`src/rtl/uart_rx_ctrl.sv`:
```
`default_nettype none
// ============================================================================
// Module      : uart_rx_ctrl
// Description : Receive-side controller for the UART receiver engine. Holds
//               the baud/frame configuration and drives it to the engine.
//               Drains each received byte and its error flags into a
//               first-word-fall-through FIFO, then pulses rx_clr to re-arm
//               the engine.
//               Optional feature macro: RX_TIMEOUT_EN (idle timeout on a
//               non-empty FIFO, folded into irq).
// Revision    : 1.0 - initial release
// ============================================================================
module uart_rx_ctrl #(
  parameter int DEPTH = 8,
  parameter int AW    = 3
) (
  input  logic          clk,
  input  logic          rst,
  // receiver engine
  input  logic          rx_rdy,
  input  logic [7:0]    rx_data,
  input  logic          rx_ferr,
  input  logic          rx_perr,
  input  logic          rx_ovf,
  output logic          rx_clr,
  output logic [18:0]   k,
  output logic          eight,
  output logic          pen,
  output logic          even,
  // host side
  input  logic          cfg_we,
  input  logic [7:0]    cfg_wdata,
  input  logic          rd,
  output logic [7:0]    rd_data,
  output logic [2:0]    rd_status,
  output logic          empty,
  output logic          full,
  output logic [AW:0]   count,
  output logic          ovr,
  output logic          irq,
  output logic          timeout
);

  // --------------------------------------------------------------------------
  // Constants
  // --------------------------------------------------------------------------
  localparam logic [1:0]    c_st_idle    = 2'd0;
  localparam logic [1:0]    c_st_capture = 2'd1;
  localparam logic [1:0]    c_st_clear   = 2'd2;
  localparam logic [1:0]    c_st_wait    = 2'd3;

  localparam logic [18:0]   c_k_reset    = 19'd10417;
  localparam logic [AW:0]   c_full_cnt   = (AW+1)'(DEPTH);
  localparam logic [AW:0]   c_cnt_one    = (AW+1)'(1);
  localparam logic [AW-1:0] c_ptr_one    = AW'(1);

  // --------------------------------------------------------------------------
  // Baud select to divisor lookup; codes above 8 all map to the fastest rate
  // --------------------------------------------------------------------------
  function automatic logic [18:0] baud_k(input logic [3:0] sel);
    logic [18:0] v;
    case (sel)
      4'd0:    v = 19'd333333;
      4'd1:    v = 19'd83333;
      4'd2:    v = 19'd41667;
      4'd3:    v = 19'd20833;
      4'd4:    v = 19'd10417;
      4'd5:    v = 19'd5208;
      4'd6:    v = 19'd2604;
      4'd7:    v = 19'd1736;
      default: v = 19'd868;
    endcase
    return v;
  endfunction

  // --------------------------------------------------------------------------
  // Internal signals
  // --------------------------------------------------------------------------
  logic [1:0]    r_state;
  logic [10:0]   r_mem [DEPTH];
  logic [AW-1:0] r_wr_ptr;
  logic [AW-1:0] r_rd_ptr;
  logic [AW:0]   r_count;
  logic          r_ovr;

  logic          w_push_req;
  logic          w_pop;
  logic          w_push;
  logic          w_drop;
  logic [10:0]   w_head;
  logic          w_unused_cfg;

  // Reserved configuration bit carries no function
  assign w_unused_cfg = cfg_wdata[0];

  // --------------------------------------------------------------------------
  // Configuration registers: loaded on cfg_we, reset to 9600-class defaults
  // --------------------------------------------------------------------------
  always_ff @(posedge clk) begin
    if (rst) begin
      k     <= c_k_reset;
      eight <= 1'b1;
      pen   <= 1'b0;
      even  <= 1'b0;
    end else if (cfg_we) begin
      k     <= baud_k(cfg_wdata[7:4]);
      eight <= cfg_wdata[3];
      pen   <= cfg_wdata[2];
      even  <= cfg_wdata[1];
    end
  end

  // --------------------------------------------------------------------------
  // Drain FSM: capture one frame, clear the engine, wait for RXRDY to drop.
  // A config write forces CLEAR so stale engine flags are discarded.
  // --------------------------------------------------------------------------
  always_ff @(posedge clk) begin
    if (rst) begin
      r_state <= c_st_idle;
    end else if (cfg_we) begin
      r_state <= c_st_clear;
    end else begin
      case (r_state)
        c_st_idle:    if (rx_rdy) r_state <= c_st_capture;
        c_st_capture: r_state <= c_st_clear;
        c_st_clear:   r_state <= c_st_wait;
        c_st_wait:    if (!rx_rdy) r_state <= c_st_idle;
        default:      r_state <= c_st_idle;
      endcase
    end
  end

  assign rx_clr = (r_state == c_st_clear);

  // --------------------------------------------------------------------------
  // FIFO control. A pop frees a slot before the push is judged, so a full
  // FIFO with a simultaneous pop still accepts the incoming byte. A config
  // write discards any push or pop in the same cycle.
  // --------------------------------------------------------------------------
  assign empty      = (r_count == '0);
  assign full       = (r_count == c_full_cnt);
  assign count      = r_count;
  assign w_push_req = (r_state == c_st_capture) && !cfg_we;
  assign w_pop      = rd && !empty && !cfg_we;
  assign w_push     = w_push_req && (!full || w_pop);
  assign w_drop     = w_push_req && full && !w_pop;

  // Storage array: entry layout is {ovf, ferr, perr, data}
  always_ff @(posedge clk) begin
    if (w_push) begin
      r_mem[r_wr_ptr] <= {rx_ovf, rx_ferr, rx_perr, rx_data};
    end
  end

  // Pointers and occupancy; pointers wrap naturally at DEPTH = 2**AW
  always_ff @(posedge clk) begin
    if (rst || cfg_we) begin
      r_wr_ptr <= '0;
      r_rd_ptr <= '0;
      r_count  <= '0;
    end else begin
      if (w_push) r_wr_ptr <= r_wr_ptr + c_ptr_one;
      if (w_pop)  r_rd_ptr <= r_rd_ptr + c_ptr_one;
      case ({w_push, w_pop})
        2'b10:   r_count <= r_count + c_cnt_one;
        2'b01:   r_count <= r_count - c_cnt_one;
        default: r_count <= r_count;
      endcase
    end
  end

  // Sticky overrun flag: set when a captured byte finds no room
  always_ff @(posedge clk) begin
    if (rst || cfg_we) begin
      r_ovr <= 1'b0;
    end else if (w_drop) begin
      r_ovr <= 1'b1;
    end
  end

  assign ovr = r_ovr;

  // Head-of-FIFO view, forced to zero while empty
  assign w_head    = empty ? 11'd0 : r_mem[r_rd_ptr];
  assign rd_data   = w_head[7:0];
  assign rd_status = w_head[10:8];

`ifdef RX_TIMEOUT_EN
  // --------------------------------------------------------------------------
  // Idle timeout: roughly three character times (32*k clocks) without a
  // push or pop while data sits in the FIFO.
  // --------------------------------------------------------------------------
  logic [23:0] r_idle_cnt;
  logic        r_timeout;
  logic [23:0] w_idle_limit;
  logic [23:0] w_idle_inc;

  assign w_idle_limit = {k, 5'b0};
  assign w_idle_inc   = r_idle_cnt + 24'd1;

  // Idle counter: restarts on any FIFO activity, config write or empty FIFO
  always_ff @(posedge clk) begin
    if (rst || cfg_we || w_push || w_pop || empty) begin
      r_idle_cnt <= '0;
    end else if (!r_timeout) begin
      r_idle_cnt <= w_idle_inc;
    end
  end

  // Timeout flag: set when the counter reaches the limit, held until a pop
  always_ff @(posedge clk) begin
    if (rst || cfg_we || w_pop) begin
      r_timeout <= 1'b0;
    end else if (!empty && !w_push && !r_timeout && (w_idle_inc == w_idle_limit)) begin
      r_timeout <= 1'b1;
    end
  end

  assign timeout = r_timeout;
  assign irq     = !empty || r_timeout;
`else
  assign timeout = 1'b0;
  assign irq     = !empty;
`endif

endmodule
`default_nettype wire

```
`config.mk`:
```
export PLATFORM = sky130hd
export DESIGN_NAME = uart_rx_ctrl
export DESIGN_NICKNAME = d
export VERILOG_FILES = /design/src/rtl/uart_rx_ctrl.sv
export SDC_FILE = /design/constraint.sdc
export NUM_CORES = 1
export LEC_CHECK = 0
export ABC_AREA = 1
export BUFFER_PORTS_ARGS = -buffer_cell sky130_fd_sc_hd__buf_4
export CAP_MARGIN = 20
export CORE_UTILIZATION = 35
export CTS_BUF_LIST = sky130_fd_sc_hd__clkbuf_8
export CTS_CLUSTER_SIZE = 14
export DETAILED_ROUTE_END_ITERATION = 10
export SETUP_SLACK_MARGIN = 0.5
export SLEW_MARGIN = 20
export SYNTH_ARGS = -nofsm -noshare
export SYNTH_HDL_FRONTEND = slang
export SYNTH_SLANG_ARGS = --single-unit
```
`constraint.sdc`:
```
create_clock -name clk -period 6 [get_ports clk]
set_input_delay 1.8 -clock clk [delete_from_list [all_inputs] [get_ports clk]]
set_output_delay 1.8 -clock clk [all_outputs]
set_load 0.02 [all_outputs]
```
==> results by group <==
Worst hold path
  • Hold/Removal Path Class: flop to flop
  • Hold path depth: 2
  • End of the worst hold path: k[10]$_SDFFE_PP0P_
  • Hold Crit Start: k[10]$_SDFFE_PP0P_

Clock tree
  • Clock insertion delay at the later pin of the skew report: around 420 ps
  • Resize count post-CTS: 0
  • Number of H-tree levels: 4
  • Count of clock tree sinks: 124
  • TritonCTS clock tree: done
  • CTS max path bufs: 2
  • Postcts setup bufs: 0
  • Number of clock buffers inserted by TritonCTS: 17
  • Root buffer selected by CTS: clkbuf_8
  • Number of buffers inserted by hold repair at cts: 0
  • Clock transition at the registers of the reported paths: roughly 70 ps

Detailed routing
  • Uppermost metal layer occupied by signal nets: met4
  • Detail Route met2 WL: 5560 um
  • Final routed wire length divided by cell count: 15.2 um
  • Routed vias/inst: around 4.9
  • Met3 Wirelength: 711 um
  • Met1 routed wirelength after detailed routing: 4880 um
  • Residual DRC count: 0
  • Iteration-0 DRC Markers: 250
  • Post-route antenna net violation count: 0
  • Vias: 3635
  • Detailed Route WL: between 10000 and 15000 um
  • Detailed Routing Iterations Pass 1: 4

Worst setup path
  • Kind of cell adding the most delay to the critical path: flip-flops
  • Crit path buffers/inverters: 2
  • Arrival time of data at the critical path endpoint: approximately 2500 ps
  • Register-to-Register Path Depth: 9
  • Worst path required time: 4200 ps
  • Critical path capture point type: output pin
  • CP peak stage delay: slightly above 900 ps
  • CP Max Fanout: 23
  • Startpoint of the most critical register-to-register path: count[2]$_SDFFE_PP0P_
  • Worst path cell trace: inv_2, o21ai_0, o22ai_1, o21ai_1, a31oi_1, buf_4
  • Crit Path Category: flop to output pin
  • Cell with the largest stage delay on the worst path: dfxtp_1
  • Kind of launch point of the worst setup path: flop
  • R2r setup slk: 3620 ps
  • Reg-to-reg endpoint: r_mem[1][10]$_DFFE_PP_

Global route
  • GRT Total Usage: 0.160
  • Antenna violations before repair: 0
  • First-pass GRT wire length: 18000 um
  • Overflow after GRT: 0
  • Vias in the first global route: 3574
  • Pin count of the biggest net entering global routing: 46

Yosys
  • Number of enable-type register cells in the synthesized netlist: 88
  • FF+latch count, synth: 124
  • Area share of the leading cell type in the synthesized netlist: 0.512
  • Commonest cells post-synth: nor2_1 (95), edfxtp_1 (88), o21ai_0 (48)
  • Fraction of registers with async set/reset: 0
  • Most frequently used cell type in the post-synthesis netlist: nor2_1
  • Post-synthesis cell area: 0.00516 mm2
  • Mean cell area of the mapped netlist: 10.8 um2
  • Post-synth top flop: edfxtp_1
  • Yosys top cell by area: edfxtp_1
  • Syn Inst Count: 477
  • Count of cell types in the netlist: 36
  • Sequential-to-total area share from yosys stat: 0.651
  • Number of synthesis warnings: 0
  • Area contributors post-synth: edfxtp_1 (51%), dfxtp_1 (14%), nor2_1 (6.9%)

Flow run
  • Max-capacitance violation count: 0

Run status
  • Result of the run: finished, final reports clean

Layout
  • Ant diodes: 0
  • Fill count: 1349
  • Area growth syn-to-layout: 19.7%
  • NumNets Final: 581
  • Area of combinational cells with multiple inputs: 0.00154 mm2
  • Register cell area after layout: between 0.003 and 0.004 mm2
  • Post-layout util: 0.427
  • Final Instance Area: approximately 0.0062 mm2
  • Ratio of cells with drive above 1 in the final layout: 0.216

Timing
  • Total negative slack: 0 ps
  • Share of the clock period used by the worst path: 0.719
  • Number of hold violations in the final report: 0
  • Final Setup Violations: 0
  • Final setup slack of the worst path: between 1500 and 2000 ps
  • Worst Tran Pin Value: 906 ps
  • Setup repair after global routing missed its margin: false
  • Final worst clock skew: roughly 6.2 ps
  • Rel. slew slack: 0.395
  • Fmax achieved: 232 MHz
  • Hold_ws: between 400 and 500 ps
  • Shortest clock period the worst path allows after layout: 4320 ps
  • Pins Over Slew Limit: 0

Placement
  • Port Buffers: 63
  • HPWL after detailed placement: 7040 um
  • Worst setup slack after placement: 2050 ps
  • Placed Area: 0.00582 mm2
  • Final weighted congestion in routability-driven placement: 0.801

Die
  • Die width: 123 um
  • Area of the die: about 0.015 mm2
  • Initial Util: 0.357
  • Std cell rows: 44
  • Height of the chip: 123 um
  • IO Pins: 67
  • Total core area: 0.0145 mm2

Power
  • Maximum vdd drop: ~170 uV
  • Pleak: 0.00236 uW
  • Cell area power density: 276 mW/mm2
## state kept, by name (all words and copies together), names as in the netlist, named ones only
| signal | flops |
|---|---|
| r_mem | 88 |
| k | 17 |
| count | 4 |
| r_rd_ptr | 3 |
| r_wr_ptr | 3 |
| r_state | 2 |
| eight | 1 |
| even | 1 |
| ovr | 1 |
| pen | 1 |
## cells in the final DEF (no fill, tap or decap), types with 3 or more instances in the layout
cell | netlist | layout
nand2_2 | 5 | 5
o21ai_1 | 20 | 20
a22o_1 | 3 | 3
nor2_2 | 3 | 3
o22ai_1 | 12 | 12
o21ai_0 | 48 | 48
a31oi_1 | 14 | 14
nand3_1 | 8 | 8
a32o_1 | 3 | 3
inv_2 | 10 | 10
nand2_1 | 34 | 34
edfxtp_1 | 88 | 88
nor2_1 | 95 | 95
inv_1 | 30 | 39
dfxtp_1 | 36 | 36
clkbuf_8 | 0 | 21
buf_4 | 3 | 72
ha_1 | 11 | 11
a21oi_1 | 14 | 14
## routing by layer
metal / GRT usage / vias to the layer above
li1: - / 1807
met4: 0.0610 / 0
met5: 0 / -
met2: 0.278 / 106
met1: 0.186 / 1713
met3: 0.0466 / 9
## tightest hold or removal path: stages, from the launching register on
cell and delay (ps):
dfxtp_1 310, nand2_1 60, o21ai_1 50
## metrics by stage
step	power [uW]	std cells
after floorplan	1020	478
after global placement	1070	711
after detailed placement	1070	711
after CTS	1730	743
after global routing	1780	743
final	1710	743
## cell families after synthesis
| group | Yosys count | share of synthesized area |
|---|---|---|
| flops | 124 | 0.651 |
| simple gates | 155 | 0.133 |
| buf+inv | 63 | 0.0516 |
| compound gates | 121 | 0.133 |
| other cells | 1 | 0.000726 |
| fa+ha+maj | 11 | 0.0267 |
| xor+xnor | 2 | 0.00339 |
## area by class of cell
class / count / share of cell area
Timing Repair Buffer: 72 / 0.0875
Sequential cell: 124 / 0.544
Tap cell: 184 / 0.0373
Clock inverter: 11 / 0.0111
Clock buffer: 21 / 0.0468
Inverter: 40 / 0.0243
Multi-Input combinational cell: 291 / 0.249
## power breakdown
part           internal, uW  leakage [uW]  switching [uW]
clock                   357      0.000217             297
combinational          45.0       0.00106            73.3
sequential              927       0.00109            7.78
total                  1330       0.00236             378
## worst max-delay path by stage
stage | slack (ps) | to | startpoint | cells past startpoint
after floorplan | 2610 | r_mem[1][0]$_DFFE_PP_ | cfg_we | 8
after global placement | 2040 | rd_status[1] | flop | 6
after detailed placement | 2050 | rd_status[1] | flop | 6
after CTS | 1580 | rd_status[1] | flop | 6
after global routing | 1430 | rd_data[6] | flop | 6
final | 1680 | rd_data[2] | flop | 6
No activity file was read; power rests on OpenSTA's default activity.
